==> src/rtl/serial_crc_engine.sv <==
// Beat-parallel CRC engine: folds DATA_W bits per accepted beat into a CRC_W register
// and presents one registered result per frame through a valid/ready handshake.
module serial_crc_engine #(
    parameter int               CRC_W   = 16,
    parameter logic [CRC_W-1:0] POLY    = 16'h1021,
    parameter logic [CRC_W-1:0] INIT    = 16'hFFFF,
    parameter int               DATA_W  = 8,
    parameter bit               REFIN   = 1'b0,
    parameter bit               REFOUT  = 1'b0,
    parameter logic [CRC_W-1:0] XOROUT  = '0,
    parameter logic [CRC_W-1:0] RESIDUE = '0
) (
    input  logic              clk,
    input  logic              reset,
    input  logic              in_valid,
    output logic              in_ready,
    input  logic              in_sof,
    input  logic              in_eof,
    input  logic [DATA_W-1:0] in_data,
    output logic              out_valid,
    input  logic              out_ready,
    output logic [CRC_W-1:0]  out_crc,
    output logic              out_match,
    output logic [CRC_W-1:0]  crc_state
);

    typedef enum logic [1:0] {S_IDLE, S_ACCUM, S_HOLD} state_t;

    state_t             r_state;
    state_t             w_state_nxt;
    logic [CRC_W-1:0]   r_crc;
    logic [CRC_W-1:0]   r_out_crc;
    logic               r_out_match;
    logic               w_accept;
    logic               w_release;
    logic [CRC_W-1:0]   w_base;
    logic [CRC_W-1:0]   w_crc_nxt;

    // Unrolled bit-serial LFSR: the whole beat is folded in within one cycle.
    function automatic logic [CRC_W-1:0] f_advance(input logic [CRC_W-1:0] c,
                                                   input logic [DATA_W-1:0] d);
        logic [CRC_W-1:0] r;
        logic             b;
        r = c;
        for (int i = 0; i < DATA_W; i++) begin
            b = REFIN ? d[i] : d[DATA_W-1-i];
            r = (r << 1) ^ ((b ^ r[CRC_W-1]) ? POLY : '0);
        end
        return r;
    endfunction

    function automatic logic [CRC_W-1:0] f_reflect(input logic [CRC_W-1:0] v);
        logic [CRC_W-1:0] r;
        for (int i = 0; i < CRC_W; i++) r[i] = v[CRC_W-1-i];
        return r;
    endfunction

    assign in_ready  = (r_state != S_HOLD);
    assign out_valid = (r_state == S_HOLD);
    assign out_crc   = r_out_crc;
    assign out_match = r_out_match;
    assign crc_state = r_crc;

    assign w_accept  = in_valid && in_ready;
    assign w_release = out_valid && out_ready;
    // A beat arriving with no open frame always restarts from INIT.
    assign w_base    = (in_sof || r_state == S_IDLE) ? INIT : r_crc;
    assign w_crc_nxt = f_advance(w_base, in_data);

    always_ff @(posedge clk) begin
        if (reset) r_state <= S_IDLE;
        else       r_state <= w_state_nxt;
    end

    always_comb begin
        w_state_nxt = r_state;
        case (r_state)
            S_IDLE, S_ACCUM: if (w_accept)  w_state_nxt = in_eof ? S_HOLD : S_ACCUM;
            S_HOLD:          if (out_ready) w_state_nxt = S_IDLE;
            default:                        w_state_nxt = S_IDLE;
        endcase
    end

    always_ff @(posedge clk) begin
        if (reset) begin
            r_crc       <= INIT;
            r_out_crc   <= '0;
            r_out_match <= 1'b0;
        end else begin
            if (w_accept)       r_crc <= w_crc_nxt;
            else if (w_release) r_crc <= INIT;
            if (w_accept && in_eof) begin
                r_out_crc   <= (REFOUT ? f_reflect(w_crc_nxt) : w_crc_nxt) ^ XOROUT;
                r_out_match <= (w_crc_nxt == RESIDUE);
            end
        end
    end

endmodule
==> config.mk <==
export PLATFORM = sky130hd
export DESIGN_NAME = serial_crc_engine
export DESIGN_NICKNAME = d
export VERILOG_FILES = /design/src/rtl/serial_crc_engine.sv
export SDC_FILE = /design/constraint.sdc
export NUM_CORES = 1
export LEC_CHECK = 0
export BUFFER_PORTS_ARGS = -buffer_cell sky130_fd_sc_hd__buf_2
export CAP_MARGIN = 20
export CORE_UTILIZATION = 48
export DETAILED_ROUTE_END_ITERATION = 7
export GPL_TIMING_DRIVEN = 0
export PLACE_DENSITY = 0.84
export SYNTH_ARGS = -nofsm -noshare
export SYNTH_HDL_FRONTEND = slang
export SYNTH_SLANG_ARGS = --single-unit
==> constraint.sdc <==
create_clock -name clk -period 1.8 [get_ports clk]
set_input_delay 0.27 -clock clk [delete_from_list [all_inputs] [get_ports clk]]
set_output_delay 0.27 -clock clk [all_outputs]
set_load 0.005 [all_outputs]
==> results of run 1 <==
## synthesized netlist by cell type, types with 2 or more instances
cell type / count / area share
nor3b_1: 2 / 0.0071
o22ai_1: 16 / 0.047
o2111ai_1: 3 / 0.012
nand3b_1: 2 / 0.0071
inv_1: 3 / 0.0053
o32ai_1: 2 / 0.0083
nor4_1: 4 / 0.012
xnor2_1: 29 / 0.12
nor2b_1: 2 / 0.0059
nand2b_1: 18 / 0.053
nor3_1: 7 / 0.017
buf_2: 4 / 0.0095
xnor3_1: 2 / 0.021
o211ai_1: 2 / 0.0071
a211oi_1: 2 / 0.0071
xor2_1: 9 / 0.037
o311a_1: 2 / 0.0095
o21ai_0: 2 / 0.0047
clkbuf_1: 16 / 0.028
a21oi_1: 17 / 0.040
nand2_1: 37 / 0.066
nor2_1: 24 / 0.043
dfxtp_1: 35 / 0.33
nand4b_1: 4 / 0.017
## layout make-up
class | instances | area (um^2) | share of cell area
buffer | 17 | 90.1 | 0.0332
clock buffer | 5 | 68.8 | 0.0254
clock inverter | 3 | 43.8 | 0.0161
inverter | 3 | 11.3 | 0.00415
multi-input combinational | 206 | 1460 | 0.538
sequential | 35 | 722 | 0.266
tap | 50 | 62.6 | 0.0231
timing repair buffer | 49 | 255 | 0.0941
## worst register-to-register path, cell delays in order (launching register included)
cell,delay [ps]
dfxtp_4,380
xnor2_4,170
or3_4,420
and2_4,170
buf_4,150
xnor2_2,230
nor2_1,60
nor3_1,130
## what timing repair did
action	CTS	global route
resized for setup	15	32
setup buffers	0	4
pin swaps	1	9
endpoints found under the setup margin	26	22
hold buffers	0	0
endpoints found under the hold margin	0	0
## kinds of logic after synthesis
kind of cell    Yosys count
compound gates           57
xor+xnor                 40
buf+inv                  24
flops                    35
simple gates            109
## per-layer routing
| metal | track usage | wire length, um | up-vias |
|---|---|---|---|
| met3 | 0.0667 | 357 | 14 |
| met4 | 0.0859 | 97 | 0 |
| met5 | 0 | 0 | - |
| met2 | 0.395 | 2940 | 89 |
| li1 | - | - | 1024 |
| met1 | 0.350 | 2520 | 1056 |
## final timing paths
check / to / slack (ps) / cells after the start
worst min-delay path: r_state[0] / 200 / 2
worst max register to register: out_crc[7] / 10 / 7
worst min register to register: out_crc[9] / 460 / 2
worst max-delay path: out_crc[7] / 10 / 7
## sequential cells by signal, summed over array words and instances (netlist names)
signal / count
out_crc: 16
crc_state: 16
r_state: 2
out_match: 1
## power by group through the flow
stage	clock network [mW]	registers [mW]	logic [mW]
2_1_floorplan	0	0.900	0.406
3_3_place_gp	0	0.901	0.563
3_5_place_dp	0	0.903	0.573
4_1_cts	0.721	0.894	0.589
5_1_grt	0.768	0.920	0.704
6_report	0.731	0.912	0.649
## cell usage in the layout, fill, tap and decap left out, drive strengths merged, types with 7 or more instances in the layout
master / n
nand2: 37
clkbuf: 19
xor2: 9
o22ai: 16
nor2: 24
a21oi: 17
dfxtp: 35
nor3: 7
xnor2: 29
buf: 51
nand2b: 18
==> metrics, run 1 <==
Max stage delay on crit path 420 ps; Worst setup SP type flip-flop; Inserted Clock Buffers 5; sw frac 0.325; Cell Int Power 1.55 mW; Adder-Cell Fraction of Synth Area 0; DP HPWL 4.12 mm; Max-cap violations 0; Post-Synth XOR/XNOR Area 0.179; final setup margin 10.5 ps; cell chain of the critical path xnor2_4 -> or3_4 -> and2_4 -> buf_4 -> xnor2_2 -> nor2_1 -> nor3_1; final max-slew violation count 0; die height 68.3 um; Synth Net Count 279; DR vias 2,183; skew final 4.27 ps; nets 331; Ports 49; fillers 344; die width 68.3 um; RSZ-0062 raised after global routing yes; largest net degree at the start of global routing 13; CP Capture Type flip-flop; Clock Sinks 35; delay-heaviest family, CP simple AND/OR/NAND/NOR gates; Tot GR Track Use 0.259; f_max 0.559 GHz; Overflow after GRT 0; largest family of logic cells by synthesized area simple AND/OR/NAND/NOR gates; share of cells above drive strength 1 0.302; slew at the pin with the worst max-slew slack 493 ps; Post-Syn Area 2110 um^2; Worst EP required 2020 ps; Pwr Density 844 nW/um^2; Core ar. 4120 um^2; crit path DAT 2010 ps; final-report setup violation count 0; Post-synth ARST share 0; CP max FO 4; first-pass GRT wire length 8.78 mm; multiplexer share of the synthesized area 0; RD Place Congestion 0.877; Clock Latency Late Sink 300 ps; final period utilization 0.994; Ant. Diodes 0; ys flop type dfxtp_1; number of DRC markers in iteration 0 230; Clk pin slew, worst setup/hold paths 80 ps; Avg Vias per Cell 5.93; worst min path class in2reg; vias in the first global route 1,804; TNS Setup 0 ps; placed cells 360; switching pwr 0.744 mW; CTS Buffer Depth 2; mean routed wirelength per cell 16.1 um; min-delay src in_eof; DP Area 2400 um^2; DP Worst Slack -324 ps; CTS root buf clkbuf_8; initial antenna violation count 0; slew margin rel. 0.669; cell count after synthesis 265; register share of total power 0.398; number of library cell types mapped by synthesis 45; drt first pass iters 5; Slowest cell on crit path or3_4; maximum vdd drop 0.626 mV; Fin. Hold Viols 0; Warnings, synthesis 0; start point of the critical path crc_state[10]; CP Class reg2reg; Syn-to-layout area delta 28.7%; Compound-Gate Fraction of Synth Area 0.182; CTS tree yes; die area 4660 um^2; Comb power frac 0.283; EDFF count, synth 0; Mapped Avg Cell Area 7.96 um^2; Simple-Gate Fraction of Synth Area 0.259; Pleak 1.05 nW; final cell count without fillers 368; H-tree levels 2; count of input and output buffers 45; Tmin final 1790 ps; design area 2710 um^2; Clock power frac 0.319; hold_ws 195 ps; total wire length 5.91 mm; outcome finished, final reports clean; Yosys reg bits 35; Total Power 2.29 mW; Buf+Inv Stages, Crit Path 1; Final Util 0.659; Worst R2R Start crc_state[10]; Seq/Total Area, Yosys 0.332; drt drc 0; Initial Utilization 0.512; Row Count 23; Antenna Nets Post-Route 0
Power figures use the tool's default switching activity.
==> inputs of run 2 (changes only) <==
--- a/config.mk
+++ b/config.mk
@@ -6,11 +6,11 @@
 export NUM_CORES = 1
 export LEC_CHECK = 0
 export BUFFER_PORTS_ARGS = -buffer_cell sky130_fd_sc_hd__buf_2
-export CAP_MARGIN = 20
 export CORE_UTILIZATION = 48
 export DETAILED_ROUTE_END_ITERATION = 7
 export GPL_TIMING_DRIVEN = 0
 export PLACE_DENSITY = 0.84
+export RECOVER_POWER = 25
 export SYNTH_ARGS = -nofsm -noshare
 export SYNTH_HDL_FRONTEND = slang
 export SYNTH_SLANG_ARGS = --single-unit
==> metrics, run 2 (same netlist as run 1, synthesis figures left out) <==
commonest non-fill, non-tap cell in the layout nand2_1; die width 68.3 um (unchanged); Core ar. 4120 um^2 (unchanged); Tmin final 1790 ps (+3.18 ps); slew at the pin with the worst max-slew slack 493 ps (-0.0422 ps); CP Capture Type flip-flop; Avg Vias per Cell 5.99 (+0.96%); Slowest cell on crit path dfxtp_4; DP Area 2400 um^2 (unchanged); RD Place Congestion 0.877 (unchanged); Worst setup SP type flip-flop; die area 4660 um^2 (unchanged); worst min path class in2reg; share of cells above drive strength 1 0.264 (-0.0377); DP Worst Slack -324 ps (unchanged); metal3 WL 410 um (+15%); final-report setup violation count 0 (unchanged); design area 2700 um^2 (-0.55%); f_max 0.558 GHz (-0.18%); RSZ-0062 raised after global routing yes; CTS root buf clkbuf_8; mean routed wirelength per cell 16.2 um (+0.81%); Pleak 1.00 nW (-4.7%); M1 WL 2.49 mm (-0.99%); final setup margin 7.35 ps (-3.18 ps); total wire length 5.96 mm (+0.81%); max layer used met4; CTS Buffer Depth 2 (unchanged); crit path DAT 2030 ps (+20 ps); drt drc 0 (unchanged); hold_ws 197 ps (+2.20 ps); number of DRC markers in iteration 0 224 (-2.6%); skew final 5.46 ps (+1.19 ps); Clk pin slew, worst setup/hold paths 80 ps (about the same); maximum vdd drop 0.627 mV (+0.14%); die height 68.3 um (unchanged); DR vias 2,204 (+0.96%); Pwr Density 847 nW/um^2 (+0.33%); Worst EP required 2040 ps (+20 ps); largest net degree at the start of global routing 13 (unchanged); final max-slew violation count 0 (unchanged); Tot GR Track Use 0.259 (unchanged); Max-cap violations 0 (unchanged); Ant. Diodes 0 (unchanged); outcome finished, final reports clean; most frequent cells in the layout 36 x nand2_1, 34 x buf_2, 28 x dfxtp_1, 23 x nor2_1, 21 x xnor2_1; drt first pass iters 4 (-1); met2 WL post-DR 2.96 mm (+0.82%); Row Count 23 (unchanged); H-tree levels 2 (unchanged); Inserted Clock Buffers 5 (unchanged); count of input and output buffers 45 (unchanged); Ports 49 (unchanged); initial antenna violation count 0 (unchanged); delay-heaviest family, CP compound AO/OA/AOI/OAI gates; CP Class reg2reg; Total Power 2.29 mW (-0.23%); Overflow after GRT 0 (unchanged); Fin. Hold Viols 0 (unchanged); final period utilization 0.996 (+0.00177); nets 331 (unchanged); FF-to-FF setup slack 7 ps (about the same); vias in the first global route 1,804 (unchanged); Max stage delay on crit path 390 ps (-30 ps); Syn-to-layout area delta 28.0%; Antenna Nets Post-Route 0 (unchanged); slew margin rel. 0.669 (about the same); cell chain of the critical path o21ba_2 -> clkbuf_2 -> a21oi_1 -> o32a_1 -> a21boi_1 -> o2111ai_2 -> o21ai_2; Buf+Inv Stages, Crit Path 1 (unchanged); first-pass GRT wire length 8.78 mm (unchanged); CTS tree yes; Clock Sinks 35 (unchanged); Initial Utilization 0.512 (unchanged); Clock Latency Late Sink 300 ps (about the same); CP max FO 10 (+6); DP HPWL 4.12 mm (unchanged)
run 2: cell count changes in the layout (fill, tap and decap cells not counted), sizes merged:
cell and delta:
buf -12, clkbuf +12
run 2: layer usage:
| metal | up-vias | GRT usage |
|---|---|---|
| met2 | 105 | 0.395 |
| met5 | - | 0 |
| met1 | 1061 | 0.350 |
| met4 | 0 | 0.0859 |
| met3 | 14 | 0.0667 |
| li1 | 1024 | - |
run 2: power breakdown:
group          switching (mW)  internal [mW]
Combinational           0.348          0.297
Sequential             0.0796          0.833
Clock                   0.315          0.412
Total                   0.743           1.54
run 2: path summary, 6_finish.rpt:
kind,start,to,cells past startpoint
worst min-delay path,in_eof,r_state[0],2
worst max-delay path,r_state[1],out_match,7
worst max register to register,r_state[1],out_match,7
worst min register to register,out_crc[0],out_crc[0],2
run 2: repair_timing:
action	in CTS	in global routing
setup endpoints to repair	26	22
pin swaps	1	9
hold endpoints to repair	0	0
hold buffers	0	0
resized for setup	15	32
setup buffers	0	4
run 2: cell type report:
| cell class | instances | area, um^2 |
|---|---|---|
| buffer | 17 | 90.1 |
| clock buffer | 5 | 68.8 |
| clock inverter | 3 | 43.8 |
| fill | 347 | 1420 |
| inverter | 3 | 11.3 |
| multi-input combinational | 206 | 1460 |
| sequential | 35 | 722 |
| tap | 50 | 62.6 |
| timing repair buffer | 49 | 240 |
run 2: stage by stage:
stage          std cells   util  TNS, ps
6_report             368  0.656        0
2_1_floorplan        265      -        0
5_1_grt              368  0.656     -143
3_5_place_dp         360  0.582    -2210
3_3_place_gp         360  0.582    -1740
4_1_cts              367  0.623    -21.1
